File: src/rtl/inst_fetch_buf.sv
// -----------------------------------------------------------------------------
// inst_fetch_buf
//   Prefetch FIFO between the PC register / instruction ROM and the ID stage.
//   Each fetched {pc, inst} pair is captured and presented to decode through a
//   valid/ready handshake. Fetch is back-pressured when the buffer is full so
//   the PC can stall without losing instructions. A flush drops every entry.
//
// Parameters
//   DEPTH  number of buffered entries (power of two, >= 2)
//   AW     pointer width, log2(DEPTH)
//
// Ports
//   clk       clock, all state updates on posedge
//   rst       synchronous, active-high reset
//   if_valid  fetch slot carries a valid instruction
//   if_pc     address of the fetched instruction
//   if_inst   instruction word from the ROM
//   if_ready  buffer accepts a push this cycle (low = hold the PC)
//   id_valid  head entry is valid for decode
//   id_pc     PC of the head entry (0 when empty)
//   id_inst   instruction of the head entry (0 when empty)
//   id_ready  decode consumes the head entry this cycle
//   flush     discard all entries (branch taken / exception)
//   count     current occupancy, 0..DEPTH
//
// Build option
//   IFB_BYPASS_EN  when defined, an instruction arriving at an empty buffer
//                  that decode accepts in the same cycle passes straight
//                  through combinationally and is never stored.
// -----------------------------------------------------------------------------
module inst_fetch_buf #(
  parameter int DEPTH = 4,
  parameter int AW    = 2
) (
  input  logic          clk,
  input  logic          rst,
  input  logic          if_valid,
  input  logic [31:0]   if_pc,
  input  logic [31:0]   if_inst,
  output logic          if_ready,
  output logic          id_valid,
  output logic [31:0]   id_pc,
  output logic [31:0]   id_inst,
  input  logic          id_ready,
  input  logic          flush,
  output logic [AW:0]   count
);

  localparam logic [AW:0]   FULL_CNT = (AW+1)'(DEPTH);
  localparam logic [AW:0]   CNT_ONE  = (AW+1)'(1);
  localparam logic [AW-1:0] PTR_ONE  = AW'(1);

  // Storage is data only; it is never reset.
  logic [63:0]   mem [DEPTH];
  logic [AW-1:0] rd_ptr;
  logic [AW-1:0] wr_ptr;

  logic empty;
  logic full;
  logic bypass;
  logic wr_en;
  logic rd_en;

  always_comb begin
    empty    = (count == '0);
    full     = (count == FULL_CNT);
    if_ready = ~rst & ~full;
`ifdef IFB_BYPASS_EN
    // Empty buffer and decode ready: hand the fetch slot straight through.
    bypass   = empty & if_valid & id_ready & ~flush & ~rst;
`else
    bypass   = 1'b0;
`endif
    // A bypassed instruction is consumed by decode, so it is not stored.
    wr_en    = if_valid & if_ready & ~flush & ~bypass;
    rd_en    = ~empty & id_ready & ~flush;
    id_valid = (~empty & ~flush) | bypass;
  end

  // Head-of-queue output mux; zero when nothing is buffered.
  always_comb begin
    id_pc   = 32'h0;
    id_inst = 32'h0;
`ifdef IFB_BYPASS_EN
    if (bypass) begin
      id_pc   = if_pc;
      id_inst = if_inst;
    end else if (!empty) begin
      id_pc   = mem[rd_ptr][63:32];
      id_inst = mem[rd_ptr][31:0];
    end
`else
    if (!empty) begin
      id_pc   = mem[rd_ptr][63:32];
      id_inst = mem[rd_ptr][31:0];
    end
`endif
  end

  // Control state: flush clears exactly like reset, and wins over push/pop.
  always_ff @(posedge clk) begin
    if (rst || flush) begin
      count  <= '0;
      rd_ptr <= '0;
      wr_ptr <= '0;
    end else begin
      if (wr_en) wr_ptr <= wr_ptr + PTR_ONE;
      if (rd_en) rd_ptr <= rd_ptr + PTR_ONE;
      case ({wr_en, rd_en})
        2'b10:   count <= count + CNT_ONE;
        2'b01:   count <= count - CNT_ONE;
        default: count <= count;
      endcase
    end
  end

  // Entry write; wr_en is already blocked during reset and flush.
  always_ff @(posedge clk) begin
    if (wr_en) mem[wr_ptr] <= {if_pc, if_inst};
  end

endmodule
File: config.mk
export PLATFORM = sky130hd
export DESIGN_NAME = inst_fetch_buf
export DESIGN_NICKNAME = d
export VERILOG_FILES = /design/src/rtl/inst_fetch_buf.sv
export SDC_FILE = /design/constraint.sdc
export NUM_CORES = 1
export LEC_CHECK = 0
export ABC_CLOCK_PERIOD_IN_PS = 4900
export BUFFER_PORTS_ARGS = -buffer_cell sky130_fd_sc_hd__buf_2
export CORE_MARGIN = 2
export CORE_UTILIZATION = 55
export DETAILED_ROUTE_END_ITERATION = 12
export PLACE_DENSITY = 0.79
export SYNTH_ARGS = -nofsm -noshare
export SYNTH_HDL_FRONTEND = slang
export SYNTH_SLANG_ARGS = --single-unit
File: constraint.sdc
create_clock -name clk -period 4.9 [get_ports clk]
set_input_delay 0 -clock clk [delete_from_list [all_inputs] [get_ports clk]]
set_output_delay 0 -clock clk [all_outputs]
set_load 0.02 [all_outputs]
After elaboration in Yosys (flattened, before gate mapping). Memories as Yosys holds them, arrays and structs flattened. A register that Yosys moved wholly into a read port is not among the register bits. Cells that the tools add are included. W data, S select, Z words.

Add/subtract/negate cells: 4. Eq/ne operators: 3. Mux-type cells: 7. Bitwise operators: 10. Reduce and logical (&&, ||, !) cells: 3.

Operators with widths (count): $mux W32 (2); $and A1 B1 Y1 (6); $pmux W3 S2 (1); $add A2 B1 Y2 const B (2); $mux W2 (2); $not A1 Y1 (4); $add A3 B1 Y3 const B (1); $eq A3 B3 Y1 const B (1); $logic_not A3 Y1 (1); $sub A3 B1 Y3 const B (1); $eq A2 B1 Y1 const B (1); $eq A2 B2 Y1 const B (1); $mux W1 (2); $reduce_bool A2 Y1 (1); $logic_or A1 B1 Y1 (1).

Flip-flop bits (word level): 7. Bits in writable memories: 256. Input bits: 69. Memories: 1.

Memory list: mem (words 4, bits a word 64, read ports 1, clocked after Yosys merged registers in 1, write ports 1, line 54) `logic [63:0] mem [DEPTH];`.

Longest topological paths before layout. Gate-level depths: netlist of run 1.

Word-level depth: 7. Mapped depth: 9. Gate-level depth less buffers: 9.

Worst setup path before layout of run 1. OpenSTA, ideal clock, no wires.

Path kind: flip-flop to flip-flop. Start: register count[0]. End: memory mem[0][0], enable pin. Arrival time: 2454 ps. Slack: 2017 ps. Cell stages (with the launch flop): 4. Clock period less this slack: 2883 ps. Cell sequence: dfxtp_1 or3b_1 and2_4 and3_1.

Word-level cells in the longest chain between the ends: 7.

Ends and longest elaborated chain: start, declared (line 46) `output logic [AW:0] count`; start signal, assigned (line 110) `2'b10: count <= count + CNT_ONE;`; start signal, assigned (line 111) `2'b01: count <= count - CNT_ONE;`; start signal, assigned (line 112) `default: count <= count;`; $eq A3 B3 Y1 (line 66) `full = (count == FULL_CNT);`; $not A1 Y1 (line 67) `if_ready = ~rst & ~full;`; $and A1 B1 Y1 (line 67); $and A1 B1 Y1 (2 in series) (line 75) `wr_en = if_valid & if_ready & ~flush & ~bypass;`; $mux W1 (line 119) `if (wr_en) mem[wr_ptr] <= {if_pc, if_inst};`; $mux W1 (implied by the code) (line 119); end, declared (line 54).

Every way passes these cells.

Final worst setup path of run 1.
Start: register count[2]. End: output id_pc[24].

Word-level cells in the longest chain between the ends: 2.

Ends and longest elaborated chain: $logic_not A3 Y1 (line 65) `empty = (count == '0);`; $mux W32 (line 93) `if (!empty) begin`; end, declared (line 42) `output logic [31:0] id_pc,`.

Every way passes these cells.

==> metrics, run 1 <==
Yosys cell types 27; Iteration-0 DRC Markers 305; fmax 352 MHz; post-synth top area cell edfxtp_1; clock sinks 265; Post-synth ARST share 0; routed length per placed instance 20.9 um; top_reg_cell synth edfxtp_1; LEAKAGE 4.30 nW; Critical Path RT 4.90 ns; post-CTS resize count 0; Routed Antenna Nets 0; Post-synth EDFFs 256; hold slack 0.236 ns; Synth Area per Inst 22.1 sq um; Synth area leaders edfxtp_1 (76%), mux4_2 (14%), nor2b_1 (3.8%), dfxtp_1 (1.8%), buf_6 (0.78%); RSZ-0062 raised after global routing false; clock transition at the registers of the reported paths 0.06 ns; die width 140 um; CP max FO 41; Bufs on Longest Clock Path 3; total gr overflow 0; antenna cells 0; Total Neg Setup Slack 0 ns; cells after synthesis 461; Yosys warning count 0; CTS buffer count 27; share of cells above drive strength 1 0.356; Final Hold Vio Count 0; CTS H-tree lvls 1; count leader, synth edfxtp_1; Yosys top cell area share 0.756; Slew HR 0.212; row count 49; fin crit period 2.84 ns; CP endpoint kind primary output; Initial Util 0.564; pin count of the biggest net entering global routing 65; drt pass-1 iters 4; status complete, no violations; CTS tree done; Slew @ Worst Pin 1.18 ns; DRC 0; synthesized area 0.0102 sq mm; DR vias/cell 5.52; pins over their slew limit 0; clk_skew 0.0147 ns; die area 0.0196 sq mm; reg2reg setup slack 2.41 ns; CP arrival 2.84 ns; Root Buffer clkbuf_16; most common library cells after synthesis edfxtp_1 (256), mux4_2 (64), nor2b_1 (61); Die H 140 um; Layout area overhead 23.5%; I/O Pins 138; Final Cycle Share 0.580; crit path kind reg2out; fill cell count 1141; maximum vdd ir drop 0.294 mV; Nets 755; via count 5107; maxcap violations 0; core area 0.0180 sq mm; initial antenna violation count 0; Power per Cell Area 361 mW/mm^2; HP Class in2reg; Worst setup SP type register; vias in the first global route 5663; sequential area share after synthesis 0.774; HPWL Detailed 10500 um; Skew-Pair Late Insertion Delay 0.52 ns; Routed Wire Length 19300 um; Syn Nets 536; global-route wire length before repair 30500 um; GPL Wtd Cong 0.758; final number of setup-violating endpoints 0; GRT Util Overall 0.201; Synth Register Bits 265; IO buf count 137
## worst max-delay path: stages, from the launching register on
cell	delay, ns
dfxtp_1	0.37
nor3_4	0.97
buf_4	0.55
and2b_1	0.24
buf_2	0.15
## through the flow
step	utilization	power, mW	setup WS (ns)	cells	cell area [sq um]
after global placement	0.613	2.68	2.56	808	11100
after detailed placement	0.613	2.69	2.44	808	11100
final	0.697	4.53	2.06	926	12600
after global routing	0.697	4.67	1.90	926	12600
after CTS	0.697	4.57	2.01	926	12600
after floorplan	-	2.62	2.02	461	10200
## cell type report
class	instances	area [sq um]	share of cell area
inverters	5	18.8	0.00149
repair buffers	212	1430	0.114
flip-flops and latches	265	7880	0.627
multi-input cells	169	2160	0.172
well taps	229	287	0.0228
clock inverters	13	88.8	0.00707
clock buffers	33	698	0.0556
## final timing paths
kind / startpoint / to / cells after the start
worst min register to register: rd_ptr[1] / register / 2
worst max-delay path: count[2] / id_pc[24] / 4
worst min-delay path: if_inst[27] / mem[0][27] / 2
worst max register to register: count[2] / count[2] / 9
## registers in the layout (all words and copies together) (netlist names), named ones only
signal,cells
count,3
mem,256
rd_ptr,2
wr_ptr,2
## layout by cell type, fill, tap and decap left out, drive strengths merged
master / instances
nor2: 8
edfxtp: 256
or3: 2
and2b: 4
buf: 140
dlygate4sd3: 72
nand2: 3
inv: 6
a21oi: 3
clkinv: 11
o31ai: 2
clkbuf: 33
and3: 4
mux4: 64
nor3: 1
or2: 1
xor2: 3
or3b: 1
dfxtp: 9
nand4: 2
and2: 1
nor2b: 61
fa: 1
o21ai: 3
bufinv: 1
ha: 5
## logic make-up after synthesis
kind of cell    share of synthesized area
xor+xnor                          0.00258
flops                               0.774
compound gates                    0.00492
fa+ha+maj                         0.00812
simple gates                       0.0528
mux                                 0.142
buf+inv                            0.0164
## power by group
part | switching, mW | internal (mW)
Combinational | 0.0869 | 0.0903
Clock | 0.782 | 1.06
Sequential | 0.00702 | 2.51
Total | 0.876 | 3.66
## routing by layer
| layer | up-vias | track usage | share of wire |
|---|---|---|---|
| met5 | - | 0 | 0 |
| met4 | 0 | 0.0416 | 0.018 |
| met3 | 32 | 0.0462 | 0.064 |
| met2 | 181 | 0.357 | 0.52 |
| met1 | 2584 | 0.259 | 0.40 |
| li1 | 2310 | - | - |
## what timing repair did
item | 4_1_cts | 5_1_grt
setup buffers | 0 | 0
endpoints found under the hold margin | 265 | 0
hold buffers | 72 | 0
Power figures use the tool's default switching activity.
==> run 2: changes to the inputs <==
--- a/config.mk
+++ b/config.mk
@@ -5,7 +5,7 @@
 export SDC_FILE = /design/constraint.sdc
 export NUM_CORES = 1
 export LEC_CHECK = 0
-export ABC_CLOCK_PERIOD_IN_PS = 4900
+export ABC_CLOCK_PERIOD_IN_PS = 2950
 export BUFFER_PORTS_ARGS = -buffer_cell sky130_fd_sc_hd__buf_2
 export CORE_MARGIN = 2
 export CORE_UTILIZATION = 55
==> constraint.sdc (replaced) <==
create_clock -name clk -period 2.95 [get_ports clk]
set_input_delay 0 -clock clk [delete_from_list [all_inputs] [get_ports clk]]
set_output_delay 0 -clock clk [all_outputs]
set_load 0.02 [all_outputs]
==> metrics, run 2 (synthesis results as in run 1) <==
total gr overflow 0; clk_skew 0.00649 ns; CP endpoint kind register; clock sinks 265; Skew-Pair Late Insertion Delay 0.51 ns; routed length per placed instance 20.9 um; drt pass-1 iters 4; Root Buffer clkbuf_16; clock transition at the registers of the reported paths 0.06 ns; fin crit period 2.48 ns; HP Class in2reg; global-route wire length before repair 30500 um; maximum vdd ir drop 0.675 mV; CTS H-tree lvls 1; CTS buffer count 25; CP max FO 7; Die H 140 um; vias in the first global route 5523; pins over their slew limit 0; postcts setup bufs 0; Routed Antenna Nets 0; Final Util 0.707; I/O Pins 138; Post-Place Cells 815; share of cells above drive strength 1 0.375; Slew HR 0.563; fmax 403 MHz; most frequent cells in the layout edfxtp_1 (256), buf_2 (137), dlygate4sd3_1 (71); HPWL Detailed 11000 um; DRC 0; crit path kind reg2reg; Post-CTS Hold Buffers 71; final number of setup-violating endpoints 0; multi-input logic area 0.00216 sq mm; maxcap violations 0; Routed Wire Length 19500 um; hold slack 0.242 ns; GRT Util Overall 0.202; CP arrival 2.93 ns; Initial Util 0.564; Final Cycle Share 0.842; via count 5146; Final Hold Vio Count 0; RSZ-0062 raised after global routing false; core area 0.0180 sq mm; Top reg by flops mem; Slew @ Worst Pin 0.653 ns; die width 140 um; Critical Path RT 3.39 ns; max reg flops 256; Iteration-0 DRC Markers 336; DR vias/cell 5.53; row count 49; die area 0.0196 sq mm; pin count of the biggest net entering global routing 40; WHS Path Cells 2; Power per Cell Area 602 mW/mm^2; LEAKAGE 4.36 nW; Total Neg Setup Slack 0 ns; CTS tree done; Final Power 7.67 mW; Post-Layout Cell Count 931; IO buf count 137; Worst setup SP type register; Layout area overhead 25.3%; sequential cell area 0.00788 sq mm; antenna cells 0; status complete, no violations; top flop regs mem: 256 flops, count: 3 flops; fill cell count 1105; Nets 759; most common cell after layout, fill and taps aside edfxtp_1; initial antenna violation count 0; GPL Wtd Cong 0.748; Reg2Reg Depth 9; post-CTS resize count 0; Bufs on Longest Clock Path 3
## run 2: per-stage QoR
stage	setup slack, ns	instance area [sq um]
floorplan	0.0673	10200
global placement	0.605	11200
detailed placement	0.538	11200
CTS	0.517	12700
global route	0.350	12700
finish	0.467	12700
## run 2: path summary, 6_finish.rpt
check                           slack [ns]  startpoint   endpoint
worst max register to register        0.47    count[2]   count[2]
worst max-delay path                  0.47    count[2]   count[2]
worst min register to register        0.52   rd_ptr[1]   register
worst min-delay path                  0.24  if_inst[7]  mem[2][7]
## run 2: power by group
| part | switching [mW] | internal (mW) | total (mW) |
|---|---|---|---|
| sequential | 0.0115 | 4.16 | 4.17 |
| combinational | 0.146 | 0.155 | 0.300 |
| clock | 1.33 | 1.86 | 3.19 |
## run 2: cell type report
cell class | count | share of cell area
Tap cell | 229 | 0.0225
Clock inverter | 15 | 0.0111
Clock buffer | 30 | 0.0546
Timing Repair Buffer | 218 | 0.122
Multi-Input combinational cell | 169 | 0.170
Sequential cell | 265 | 0.618
Inverter | 5 | 0.00147
## run 2: routing by layer
| metal | vias up | GRT usage | part of all wire |
|---|---|---|---|
| met5 | - | 0 | 0 |
| met4 | 0 | 0.0495 | 0.019 |
| met3 | 26 | 0.0359 | 0.056 |
| met2 | 188 | 0.361 | 0.53 |
| met1 | 2621 | 0.259 | 0.39 |
| li1 | 2311 | - | - |
## run 2: critical path, stage by stage, from the launching register on
cell     delay [ns]
dfxtp_1        0.45
or3b_1         0.43
and2_4         0.21
nand2_1        0.07
ha_1           0.20
inv_1          0.07
fa_1           0.38
xor2_1         0.16
or3_1          0.30
a21oi_1        0.14
